$ cat src/rtl/rect_layer_compositor.sv
// rect_layer_compositor
//   Composites up to NUM_LAYERS rectangles over an optional grid and a
//   background colour, one pixel per clock, with 2-cycle latency and no stalls.
//   Rectangle geometry is double-buffered: shadow registers are written by
//   software and copied to the active set on frame_start.
// Ports:
//   clk, rst_n                  pixel clock, async active-low reset
//   cfg_we/cfg_layer/cfg_*      shadow register write for one layer
//   frame_start                 commit shadow -> active
//   commit_pending              shadow differs from active
//   in_valid/pos_x/pos_y        pixel coordinate stream
//   back_color/grid_*           background and grid overlay controls
//   out_valid/rgb_out/hit/hit_layer  composited result, 2 cycles later
module rect_layer_compositor #(
  parameter int NUM_LAYERS = 4,
  parameter int COORD_W    = 11,
  parameter int COLOR_W    = 24,
  parameter int GRID_PITCH = 80,
  parameter int LAYER_W    = (NUM_LAYERS > 1) ? $clog2(NUM_LAYERS) : 1
) (
  input  logic               clk,
  input  logic               rst_n,
  input  logic               cfg_we,
  input  logic [LAYER_W-1:0] cfg_layer,
  input  logic [COORD_W-1:0] cfg_x,
  input  logic [COORD_W-1:0] cfg_y,
  input  logic [COORD_W-1:0] cfg_w,
  input  logic [COORD_W-1:0] cfg_h,
  input  logic [COLOR_W-1:0] cfg_color,
  input  logic               cfg_en,
  input  logic               frame_start,
  output logic               commit_pending,
  input  logic               in_valid,
  input  logic [COORD_W-1:0] pos_x,
  input  logic [COORD_W-1:0] pos_y,
  input  logic [COLOR_W-1:0] back_color,
  input  logic               grid_en,
  input  logic [COLOR_W-1:0] grid_color,
  output logic               out_valid,
  output logic [COLOR_W-1:0] rgb_out,
  output logic               hit,
  output logic [LAYER_W-1:0] hit_layer
);

  typedef struct packed {
    logic               en;
    logic [COORD_W-1:0] x;
    logic [COORD_W-1:0] y;
    logic [COORD_W-1:0] w;
    logic [COORD_W-1:0] h;
    logic [COLOR_W-1:0] color;
  } layer_t;

  localparam logic [LAYER_W:0]   NUM_L = (LAYER_W+1)'(NUM_LAYERS);
  localparam logic [COORD_W-1:0] PITCH = COORD_W'(GRID_PITCH);

  layer_t shadow_q   [NUM_LAYERS];
  layer_t active_q   [NUM_LAYERS];
  layer_t shadow_nxt [NUM_LAYERS];
  logic   cfg_ok;

  assign cfg_ok = ({1'b0, cfg_layer} < NUM_L);

  // Next shadow state feeds both the shadow and the active set, so a write
  // coinciding with frame_start is committed in the same edge.
  always_comb begin
    shadow_nxt = shadow_q;
    if (cfg_we && cfg_ok) begin
      shadow_nxt[cfg_layer] = '{en: cfg_en, x: cfg_x, y: cfg_y, w: cfg_w,
                                h: cfg_h, color: cfg_color};
    end
  end

  always_ff @(posedge clk or negedge rst_n) begin
    if (!rst_n) begin
      for (int i = 0; i < NUM_LAYERS; i++) begin
        shadow_q[i] <= '0;
        active_q[i] <= '0;
      end
      commit_pending <= 1'b0;
    end else begin
      for (int i = 0; i < NUM_LAYERS; i++) begin
        shadow_q[i] <= shadow_nxt[i];
        if (frame_start) active_q[i] <= shadow_nxt[i];
      end
      if (frame_start)               commit_pending <= 1'b0;
      else if (cfg_we && cfg_ok)     commit_pending <= 1'b1;
    end
  end

  // Stage 1: hit test against the current active set. Right-hand edges use
  // one extra bit so x+w never wraps.
  logic [NUM_LAYERS-1:0] hit_vec;
  logic                  grid_hit;

  always_comb begin
    hit_vec = '0;
    for (int i = 0; i < NUM_LAYERS; i++) begin
      hit_vec[i] = active_q[i].en && (|active_q[i].w) && (|active_q[i].h)
                && (pos_x >= active_q[i].x)
                && ({1'b0, pos_x} < ({1'b0, active_q[i].x} + {1'b0, active_q[i].w}))
                && (pos_y >= active_q[i].y)
                && ({1'b0, pos_y} < ({1'b0, active_q[i].y} + {1'b0, active_q[i].h}));
    end
    grid_hit = grid_en && (((pos_x % PITCH) == '0) || ((pos_y % PITCH) == '0));
  end

  logic                  s1_vld;
  logic [NUM_LAYERS-1:0] s1_hit;
  logic                  s1_grid;
  logic [COLOR_W-1:0]    s1_back;
  logic [COLOR_W-1:0]    s1_gridc;
  logic [COLOR_W-1:0]    s1_color [NUM_LAYERS];

  always_ff @(posedge clk or negedge rst_n) begin
    if (!rst_n) begin
      s1_vld   <= 1'b0;
      s1_hit   <= '0;
      s1_grid  <= 1'b0;
      s1_back  <= '0;
      s1_gridc <= '0;
      for (int i = 0; i < NUM_LAYERS; i++) s1_color[i] <= '0;
    end else begin
      s1_vld   <= in_valid;
      s1_hit   <= hit_vec;
      s1_grid  <= grid_hit;
      s1_back  <= back_color;
      s1_gridc <= grid_color;
      // Colour captured with the geometry so a commit cannot split them.
      for (int i = 0; i < NUM_LAYERS; i++) s1_color[i] <= active_q[i].color;
    end
  end

  // Stage 2: fixed-priority encode, lowest index wins.
  logic [LAYER_W-1:0] sel;
  logic               any_hit;

  always_comb begin
    sel     = '0;
    any_hit = |s1_hit;
    for (int i = NUM_LAYERS - 1; i >= 0; i--) begin
      if (s1_hit[i]) sel = LAYER_W'(i);
    end
  end

  always_ff @(posedge clk or negedge rst_n) begin
    if (!rst_n) begin
      out_valid <= 1'b0;
      rgb_out   <= '0;
      hit       <= 1'b0;
      hit_layer <= '0;
    end else begin
      out_valid <= s1_vld;
      if (s1_vld) begin
        hit       <= any_hit;
        hit_layer <= sel;
        rgb_out   <= any_hit ? s1_color[sel] : (s1_grid ? s1_gridc : s1_back);
      end else begin
        hit       <= 1'b0;
        hit_layer <= '0;
        rgb_out   <= '0;
      end
    end
  end

endmodule
$ cat config.mk
export PLATFORM = sky130hd
export DESIGN_NAME = rect_layer_compositor
export DESIGN_NICKNAME = d
export VERILOG_FILES = /design/src/rtl/rect_layer_compositor.sv
export SDC_FILE = /design/constraint.sdc
export NUM_CORES = 1
export LEC_CHECK = 0
export ABC_CLOCK_PERIOD_IN_PS = 3100
export CAP_MARGIN = 20
export CORE_ASPECT_RATIO = 0.6
export CORE_MARGIN = 2
export CORE_UTILIZATION = 33
export CTS_CLUSTER_SIZE = 14
export DETAILED_ROUTE_END_ITERATION = 6
export HOLD_SLACK_MARGIN = 0.1
export PLACE_DENSITY = 0.48
export RECOVER_POWER = 50
export SLEW_MARGIN = 40
export SYNTH_ARGS = -nofsm -noshare
export SYNTH_HDL_FRONTEND = slang
export SYNTH_SLANG_ARGS = --single-unit
$ cat constraint.sdc
create_clock -name clk -period 3.1 [get_ports clk]
set_clock_uncertainty 0.2 [all_clocks]
set_input_delay 0.62 -clock clk [delete_from_list [all_inputs] [get_ports clk]]
set_output_delay 0.62 -clock clk [all_outputs]
set_load 0.05 [all_outputs]
==> impl_results.md <==
* Run status: complete, but fails checks
* Failing checks: setup timing
* Number of pins with negative max-slew slack in the final report at 0
* Ys flop type: dfrtp_1
* Static leakage at roughly 19 nW
* Number of clock sinks at between 700 and 800
* Summed instance area of the synthesized netlist at 34100 µm²
* Cells on Worst Hold Path at 2
* Setup slack at placement at -0.632 ns
* Max cap viols at 0
* Average instance area after synthesis at roughly 13 µm²
* Number of enable flip-flop cells after synthesis at 0
* Number of rows created at floorplan at between 90 and 100
* Flops & latches, synth at about 730
* Register-to-Register Path Depth at 14
* Share of cell area taken by muxes after synthesis at ~17%
* Clock root buffer: clkbuf_16
* Worst setup slack after layout at -0.365 ns
* Max Fclk at 0.289 GHz
* Clock slew at reported path FFs at ~0.060 ns
* Setup crit start kind: flip-flop
* Share of the synthesized netlist area taken by xor and xnor gates at 1.88%
* Tot GR Track Use at 18.8%
* Wire length of the first global-routing pass at ~150 mm
* Antenna violations before repair at 6
* Core Footprint at 102000 µm²
* Number of warnings issued by yosys at 0
* Commonest non-fill, non-tap cell in the layout: dfrtp_1
* Placer Congestion at ~0.9
* Slew HR at a little over a tenth
* Areal power density over the cells at 779 nW/µm²
* Endpoint, Worst Hold: commit_pending
* Final standard cell count with taps included and fillers excluded at between 4000 and 5000
* Synthesized-area fraction occupied by adder cells at approximately a tenth
* Setup-violating endpoint count in the final report at 4
* Kind of critical path: flip-flop to flip-flop
* Worst vdd ir at around 360 µV
* Deepest level of the CTS H-tree at 3
* Residual overflow from global routing at 0
* Async set or reset register ratio after synthesis at between 90% and 100%
* Share of the yosys chip area belonging to registers at between 50% and 60%
* Post-route setup TNS at -1.25 ns
* Top fanout value on the critical path at 3
* Worst skew pair latency at about 0.67 ns
* Post-layout utilization of the core at between 40% and 50%
* Number of iterations in the first detailed-routing pass at 5
* Number of distinct library cell variants in the gate-level netlist after synthesis at 69
* Initial cell density of the core at between 30% and 40%
* Placement Cell Area at 39700 µm²
* Fraction of final layout cells with drive strength greater than 1 at approximately 30%
* Wire per inst at around 22 µm
* Count of endpoints failing hold in the final timing report at 0
* Number of instances in the synthesized netlist at 2706
* RR Endpoint: s1_hit[1]
* Required time worst endpoint at around 3.4 ns
* Die Footprint at ~110000 µm²
* Flop2flop setup slack at -0.36 ns
* Largest net degree at the start of global routing at 79
* # DRC at 0
* Fill cell instance count of the final layout at ~9600
* Worst r2r src: active_q[162]
* Slew at the pin closest to its max-slew limit at roughly 1.3 ns
* Shortest period the worst path allows at about 3.5 ns
* Count of port buffers added during placement at approximately 180
* Main combinational cell family by area after synthesis: multiplexers
* Number of antenna-violating nets in the routed design at 0
* Clock tree from TritonCTS: done
* Floorplan die height at around 250 µm
* Chip width at 419 µm
* Final cell area excluding filler cells at 42300 µm²
* RSZ-0062 raised after global routing: yes
* Top-Level Pins at 176
* Launch instance of the worst min-delay path: frame_start
* Commonest non-fill, non-tap cells in the layout: dfrtp_1 (730), mux2_2 (493), ha_1 (248)
* Total wire length after detailed routing at 98.2 mm
* Number of nets in the layout at 3546
* Total nets after synthesis at roughly 3100
* Post-synthesis to final-layout area growth at 24.2%
* Number of vias per cell at ~5
* Critical Path Sink Type: flip-flop
* Vias in the first global route at between 20000 and 25000
* Data arrival time at the worst-slack endpoint at 3.80 ns
* Routed via count at 22700
* Compound-Gate Fraction of Synth Area at between 8 and 9%
* Area fraction in and, or, nand and nor cells after synthesis at roughly 6.2%
* Worst min-delay path category: primary input to flip-flop
* Total power consumption of the routed design at around 33 mW
* Hold Slack at ~0.15 ns
* Post-route clock period utilization at 112%
* Maximum number of buffers from clock root to sink at 3
* Placed wire-length estimate after detailed placement at between 70 and 80 mm
* Number of CTS-inserted buffers at 76
* DRC violation total after the first TritonRoute iteration at between 1500 and 2000
* Number of placed cells counting well taps at 4395
kinds of logic after synthesis:
| kind of cell | count (synthesis) |
|---|---|
| compound gates | 471 |
| xor+xnor | 73 |
| fa+ha+maj | 265 |
| buf+inv | 226 |
| flops | 731 |
| mux | 520 |
| simple gates | 420 |
cells in the mapped netlist (all sizes together) (9+ instances only):
library cell  instances  share of area, %
clkbuf               51              0.56
buf                  46              0.65
nand3                46              0.68
inv                 129               1.4
and3                  9              0.17
nor2b                31              0.57
xnor2                22              0.57
o21ai               154               2.3
o211ai               10              0.22
ha                  256               9.4
a21o                 46               1.0
mux2                496                16
nor2                 55              0.61
nand4                24              0.44
a21oi               125               1.8
mux2i                24              0.71
nand2               134               1.5
xor2                 51               1.3
dfrtp               731                54
nand2b               14              0.29
a211oi               47               1.0
nor3                 34              0.50
a211o                10              0.26
nor4                 34              0.62
o21a                 15              0.33
critical path, stage by stage (launching register included):
cell	delay (ns)
dfrtp_1	0.38
ha_2	0.20
fa_2	0.34
a21o_1	0.18
a21oi_2	0.19
o211ai_1	0.15
nand2_1	0.13
xor2_1	0.16
ha_1	0.27
a21o_1	0.19
a211o_1	0.32
a31oi_2	0.19
a2111oi_2	0.06
o311a_1	0.16
a2111oi_2	0.21
what timing repair did:
item / in CTS / in global routing
hold buffers: 1 / 0
resized for setup: 26 / 15
endpoints found under the hold margin: 48 / 0
cloned: 0 / 0
buffers inserted: 7 / 3
setup endpoints to repair: 4 / 4
pin swaps: 39 / 7
power breakdown:
part	switching [mW]	internal [mW]
Clock	3.94	5.52
Combinational	5.86	5.16
Sequential	0.967	11.5
Total	10.8	22.2
flip-flops by register name (all words and copies together) (netlist names):
register	count
shadow_q	276
s1_back	24
out_valid	1
s1_color	96
rgb_out	24
s1_gridc	24
s1_hit	4
s1_vld	1
active_q	276
hit	1
s1_grid	1
hit_layer	2
commit_pending	1
worst max path at each step:
stage	from	endpoint	slack (ns)
6_report	active_q[162]	s1_hit[1]	-0.36
2_1_floorplan	active_q[173]	s1_hit[1]	-0.12
3_3_place_gp	active_q[93]	s1_hit[2]	-0.52
3_5_place_dp	active_q[93]	s1_hit[2]	-0.63
4_1_cts	active_q[162]	s1_hit[1]	-0.33
5_1_grt	active_q[231]	s1_hit[0]	-0.51
final cells by class:
type	count	area (µm²)	share of cell area [%]
diodes	3	7.51	0.0177
repair buffers	448	4180	9.88
inverters	129	484	1.14
multi-input cells	1749	15100	35.8
clock inverters	24	322	0.760
flip-flops and latches	731	18300	43.2
clock buffers	105	2190	5.19
well taps	1348	1690	3.99
layer usage:
| layer | part of all wire (%) | GRT usage, % | vias up |
|---|---|---|---|
| li1 | - | - | 10600 |
| met1 | 52 | 28.9 | 11600 |
| met2 | 42 | 27.2 | 386 |
| met3 | 4.3 | 3.63 | 123 |
| met4 | 1.9 | 4.05 | 2 |
| met5 | 0.013 | 0 | - |
No activity file was read; power rests on OpenSTA's default activity.
